$ cat src/rtl/uart_pkg.sv
// Shared UART definitions: frame constants, checker/deserializer state encodings
// and a saturating counter helper.
package uart_pkg;

    localparam int   DATA_BITS   = 8;
    localparam logic FRAME_START = 1'b0;
    localparam logic FRAME_STOP  = 1'b1;

    typedef enum logic [2:0] {
        ST_IDLE,
        ST_SEND,
        ST_WAIT,
        ST_CHECK,
        ST_DONE
    } state_t;

    typedef enum logic [1:0] {
        RX_IDLE,
        RX_START,
        RX_DATA,
        RX_STOP
    } rx_state_t;

    function automatic logic [15:0] sat_inc(input logic [15:0] v);
        return (v == 16'hFFFF) ? v : v + 16'd1;
    endfunction

endpackage

$ cat src/rtl/uart_echo_deser.sv
// Free-running 8N1 receiver: two-flop synchronizer, start-bit glitch rejection,
// mid-bit sampling. Emits a one-cycle valid with the byte and a framing flag.
module uart_echo_deser
    import uart_pkg::*;
#(
    parameter int CYCLES_PER_BIT = 16
) (
    input  logic       i_clk,
    input  logic       i_rst,
    input  logic       i_rxd,
    output logic [7:0] o_data,
    output logic       o_valid,
    output logic       o_frame_err
);

    localparam int HALF  = CYCLES_PER_BIT / 2;
    localparam int CNT_W = $clog2(CYCLES_PER_BIT);

    logic [1:0]           r_sync;
    logic                 r_prev;
    rx_state_t            r_state;
    logic [CNT_W-1:0]     r_cnt;
    logic [2:0]           r_bit;
    logic [DATA_BITS-1:0] r_shift;
    logic                 w_rx;
    logic                 w_fall;

    assign w_rx   = r_sync[1];
    assign w_fall = r_prev & ~w_rx;

    // NOTE: sequential state uses non-blocking assignments so every register sees pre-edge values.
    always_ff @(posedge i_clk or posedge i_rst) begin
        if (i_rst) begin
            // Synchronizer resets to the idle-high line level so reset release is not a falling edge.
            r_sync      <= 2'b11;
            r_prev      <= 1'b1;
            r_state     <= RX_IDLE;
            r_cnt       <= '0;
            r_bit       <= '0;
            r_shift     <= '0;
            o_data      <= '0;
            o_valid     <= 1'b0;
            o_frame_err <= 1'b0;
        end else begin
            r_sync  <= {r_sync[0], i_rxd};
            r_prev  <= w_rx;
            o_valid <= 1'b0;
            case (r_state)
                RX_IDLE: begin
                    if (w_fall) begin
                        r_state <= RX_START;
                        r_cnt   <= '0;
                    end
                end
                RX_START: begin
                    if (r_cnt == CNT_W'(HALF - 1)) begin
                        r_cnt <= '0;
                        r_bit <= '0;
                        r_state <= (w_rx == FRAME_START) ? RX_DATA : RX_IDLE;
                    end else begin
                        r_cnt <= r_cnt + 1'b1;
                    end
                end
                RX_DATA: begin
                    if (r_cnt == CNT_W'(CYCLES_PER_BIT - 1)) begin
                        r_cnt   <= '0;
                        r_shift <= {w_rx, r_shift[DATA_BITS-1:1]};
                        r_bit   <= r_bit + 1'b1;
                        if (r_bit == 3'(DATA_BITS - 1)) begin
                            r_state <= RX_STOP;
                        end
                    end else begin
                        r_cnt <= r_cnt + 1'b1;
                    end
                end
                RX_STOP: begin
                    if (r_cnt == CNT_W'(CYCLES_PER_BIT - 1)) begin
                        r_cnt       <= '0;
                        r_state     <= RX_IDLE;
                        o_valid     <= 1'b1;
                        o_data      <= r_shift;
                        o_frame_err <= (w_rx != FRAME_STOP);
                    end else begin
                        r_cnt <= r_cnt + 1'b1;
                    end
                end
                default: r_state <= RX_IDLE;
            endcase
        end
    end

endmodule

$ cat config.mk
export PLATFORM = sky130hd
export DESIGN_NAME = uart_echo_deser
export DESIGN_NICKNAME = d
export VERILOG_FILES = /design/src/rtl/uart_pkg.sv /design/src/rtl/uart_echo_deser.sv
export SDC_FILE = /design/constraint.sdc
export NUM_CORES = 1
export LEC_CHECK = 0
export ABC_AREA = 1
export CAP_MARGIN = 20
export CORE_MARGIN = 3
export CORE_UTILIZATION = 55
export CTS_CLUSTER_DIAMETER = 50
export CTS_CLUSTER_SIZE = 28
export DETAILED_ROUTE_END_ITERATION = 10
export PLACE_DENSITY = 0.84
export SETUP_SLACK_MARGIN = 0.5
export SLEW_MARGIN = 30
export SYNTH_ARGS = -nofsm -noshare
export SYNTH_HDL_FRONTEND = slang
export SYNTH_SLANG_ARGS = --single-unit
$ cat constraint.sdc
create_clock -name i_clk -period 1.57 [get_ports i_clk]
set_input_delay 0.157 -clock i_clk [delete_from_list [all_inputs] [get_ports i_clk]]
set_output_delay 0.157 -clock i_clk [all_outputs]
set_load 0.01 [all_outputs]
==> After elaboration in Yosys (flattened, before gate mapping) <==
Index checks and enable logic that the tools add are counted.
{ "totals": {"ff_bits": 30, "out_inout_bits": 10, "elab_cells": 47} }
{ "op_classes": {"bitwise": 2, "reduce_logical": 7, "n_eq_ne": 11, "n_addsub": 2, "muxes": 16} }
{ "op_table": {"columns": ["operator", "n"], "rows": [
  ["2-bit 2-to-1 mux", 6],
  ["4-bit 2-to-1 mux", 3],
  ["4-bit case mux with 3 select lines", 1],
  ["2-bit != test, second input constant", 5],
  ["2-bit case mux with 4 select lines", 1],
  ["3-bit 2-to-1 mux", 2],
  ["3-bit case mux with 2 select lines", 1],
  ["5-bit AND reduction", 1],
  ["4-bit by 1-bit adder with 4-bit output, second input constant", 1],
  ["2-bit equality test, second input constant", 2],
  ["4-bit by 3-bit equality test with 1-bit output, second input constant", 1],
  ["4-bit equality test, second input constant", 1],
  ["2-bit AND reduction", 2],
  ["3-bit by 1-bit adder with 3-bit output, second input constant", 1],
  ["3-bit equality test, second input constant", 1],
  ["3-bit AND reduction", 1],
  ["2-bit by 1-bit equality test with 1-bit output, second input constant", 1],
  ["2-bit logical NOT", 1],
  ["1-bit 2-to-1 mux", 2],
  ["2-bit nonzero test", 1],
  ["2-bit OR reduction", 1],
  ["1-bit bitwise AND", 1],
  ["1-bit NOT", 1]
]} }

==> Logic depth before layout (Yosys ltp) <==
{ "logic_depth": {"depth_word": 4, "mapped_depth": 9} }

==> Worst setup path before layout <==
Ideal clock, no wire load.
{ "synth_path": {"path_type": "flip-flop to flip-flop", "start": "register r_cnt[0]", "end": "register o_data[0]", "stages_incl_launch_ff": 5, "t_arrival_ns": 1.218, "setup_time_ns": 0.125, "n_path_buf": 0, "slack_ns": 0.227, "period_less_slack_ns": 1.343, "required_ns": 1.445, "path_cell_list": "dfrtp_1 ha_1 nand3_1 nor2_4 mux2_2"} }
{ "synth_via": {"elab_chain_len": 2} }
{ "synth_rtl": {"columns": ["item", "line", "rtl"], "rows": [
  ["start, declared", "uart_echo_deser.sv:22", "logic [CNT_W-1:0] r_cnt;"],
  ["start signal, assigned", "uart_echo_deser.sv:61", "r_cnt <= r_cnt + 1'b1;"],
  ["start signal, assigned", "uart_echo_deser.sv:73", "r_cnt <= r_cnt + 1'b1;"],
  ["start signal, assigned", "uart_echo_deser.sv:84", "r_cnt <= r_cnt + 1'b1;"],
  ["4-bit equality test", "uart_echo_deser.sv:77", "if (r_cnt == CNT_W'(CYCLES_PER_BIT - 1)) begin"],
  ["2-bit AND reduction (no source line)", null, null],
  ["end signal, assigned", "uart_echo_deser.sv:81", "o_data <= r_shift;"],
  ["end, declared", "uart_echo_deser.sv:11", "output logic [7:0] o_data,"]
]} }
Every way passes these cells.
A chain may end at the register's enable or synchronous reset.

==> results.json <==
{
  "cpPeakStageDelay_ps": 400,
  "ys_seq_area_frac": 0.574,
  "setup_violations": 0,
  "fin_crit_ps": 1440,
  "io_pins": 13,
  "grt_max_degree": 31,
  "cts_tree": "done",
  "finalCritPeriodShare": 0.916,
  "synthDistinctLibCells": 24,
  "grt_overflow": 0,
  "p_per_area_nw_per_um2": 1440,
  "cts_buffer_depth": 2,
  "port_buffers": 12,
  "slew_headroom": 0.757,
  "rows": 17,
  "ys_seq_elements": 30,
  "utilization": 0.872,
  "routed_wl_mm": 3.21,
  "cts_buffers": 5,
  "area_growth_pct": 48.2,
  "hold_path.class": "in -> async",
  "critPathTopFamily": "simple AND/OR/NAND/NOR gates",
  "synth_area_um2": 1310,
  "dr_total_vias": 1077,
  "clkSinkCount": 30,
  "cp-end-kind": "flip-flop",
  "p_leak_nw": 0.948,
  "whs_ps": 193,
  "antenna_found_initial": 0,
  "path_class": "reg -> reg",
  "synthArstFlopShare": 1.00,
  "ys.warnings.count": 0,
  "maxSlewViolCount": 0,
  "die_w_um": 54.9,
  "clk_pin_slew_ps": 100,
  "n_antenna_cell": 0,
  "worstMarginPinSlew_ps": 365,
  "synthCells": 128,
  "fillers": 95,
  "fp.dieArea_um2": 3010,
  "core_um2": 2230,
  "synth-edff-count": 0,
  "gp_congestion": 0.816,
  "ir_drop_mv": 1.24,
  "vias_per_cell": 5.52,
  "yosys.area.top_type": "dfrtp_1",
  "routedWlPerCell_um": 16.5,
  "grt_pass1_vias": 1019,
  "hpwl_mm": 1.66,
  "antenna_left": 0,
  "track_usage": 0.221,
  "drtIter0Drc": 25,
  "critPathLaunch": "r_cnt[1]",
  "fmax_mhz": 696,
  "start_util": 0.588,
  "crit_arrival_ps": 1650,
  "cts_hold_buf": 0,
  "drive_gt1_frac": 0.611,
  "synth.top_cell.area_share": 0.514,
  "cp-start-kind": "flip-flop",
  "dieHeight_um": 54.9,
  "path_cells": "ha_4, buf_4, nand3_2, nand2_2, nand2_2, nor2_4, nand3_2, nand2_1, nand2_1",
  "worst-path-buf-inv": 1,
  "rsz0062_at_grt": "yes",
  "htreeDepth": 2,
  "cp_slowest_cell": "dfrtp_1",
  "crit_fanout": 4,
  "synthTopCellsByArea": "dfrtp_1, nand2_1, dfstp_2",
  "multi_input_area_um2": 709,
  "synth_nets": 134,
  "setup_tns_ps": 0,
  "finClkSkew_ps": 14.9,
  "critPathRequiredTime_ps": 1780,
  "r2r-start": "r_cnt[1]",
  "ys.flop_type": "dfrtp_1",
  "cap_violations": 0,
  "clk_latency_ps": 330,
  "dr.pass1.iters": 4,
  "final_hold_viol_count": 0,
  "grt_pass1_wl_mm": 4.47,
  "nets": 172,
  "cts-root-buf": "clkbuf_4",
  "remaining_drc_errors": 0,
  "run_status": "complete, no violations",
  "register_area_um2": 758,
  "avgSynthCellArea_um2": 10.3
}
==> through the flow <==
| step | total power, mW | cell area (µm²) | std cells | worst slack [ps] |
|---|---|---|---|---|
| floorplan | 1.61 | 1370 | 128 | 296 |
| global placement | 1.75 | 1520 | 168 | 183 |
| global route | 2.95 | 1950 | 195 | 109 |
| finish | 2.80 | 1950 | 195 | 132 |
| CTS | 2.60 | 1760 | 190 | 247 |
| detailed placement | 1.78 | 1520 | 168 | 137 |
==> sequential cells by signal, indices dropped and copies added, names as in the netlist, named ones only <==
signal and cells:
r_bit 3, r_cnt 4, o_frame_err 1, o_valid 1, r_sync 2, r_prev 1
r_state 1, r_shift 8, o_data 8
==> metal layers <==
layer	global-route usage	vias up	wire length (µm)
li1	-	494	-
met1	0.266	526	1310
met2	0.333	43	1580
met3	0.0899	14	183
met4	0.120	0	138
met5	0	-	0
==> placed cells by master (no fill, tap or decap), types with 2 or more instances in the layout <==
master            n
nand2_1           9
o21ai_0           2
o21ai_1           6
nand3_2           6
buf_2             9
clkbuf_4          5
inv_1             9
nor2_4            8
nor2_1            3
buf_12            3
clkdlybuf4s50_1   2
buf_6             3
o21ai_2           6
mux2_4            3
dfstp_2           3
buf_4            16
a21oi_2           5
nand2_4           8
inv_2             4
dfrtp_2           3
nand3_1           5
nor2_2            2
ha_4              2
dfrtp_1          24
nand2_2           7
==> Yosys cell counts, types with 2 or more instances <==
cell type / count
buf_6: 2
inv_1: 13
dfrtp_1: 27
nand2_1: 23
dfstp_2: 3
a21oi_2: 4
nor2_1: 11
ha_1: 3
mux2_2: 4
o21ai_1: 5
o21ai_0: 9
nand3_1: 12
==> cell families after synthesis <==
family,after synthesis,share of synthesized area
adder cells (fa/ha/maj),3,0.0286
flip-flops,30,0.574
AND/OR/NAND/NOR,51,0.185
AO/OA/AOI/OAI,21,0.101
buffers and inverters,17,0.0629
XOR/XNOR,1,0.00667
multiplexers,5,0.0419
==> final timing paths <==
check / to / slack (ps) / depth (start not counted)
min: o_data[2] / 190 / 3
min in group i_clk: r_sync[0] / 240 / 1
max in group asynchronous: r_sync[1] / 1050 / 3
max reg2reg: flip-flop / 130 / 9
max: flip-flop / 130 / 9
min reg2reg: r_sync[1] / 370 / 0
==> worst min-delay path: cells and delay by family <==
kind	cells	cell delay, ps
buf+inv	3	780
==> report_power, final <==
part	switching [mW]	leakage, nW	total [mW]	internal (mW)
registers	0.185	0.395	1.09	0.900
logic	0.607	0.508	1.08	0.474
clock network	0.256	0.0455	0.636	0.380
==> repair_timing <==
action | CTS | global route
setup buffers | 14 | 5
cloned | 0 | 0
setup endpoints to repair | 36 | 28
gates resized for setup | 68 | 38
pin swaps | 9 | 8
==> final cells by class <==
class                      instances  area share
sequential                        30       0.389
timing repair buffer              34       0.151
inverter                          14      0.0334
multi-input combinational         81       0.364
clock inverter                     1      0.0154
tap                               28      0.0180
clock buffer                       7      0.0283
Power figures use the tool's default switching activity.
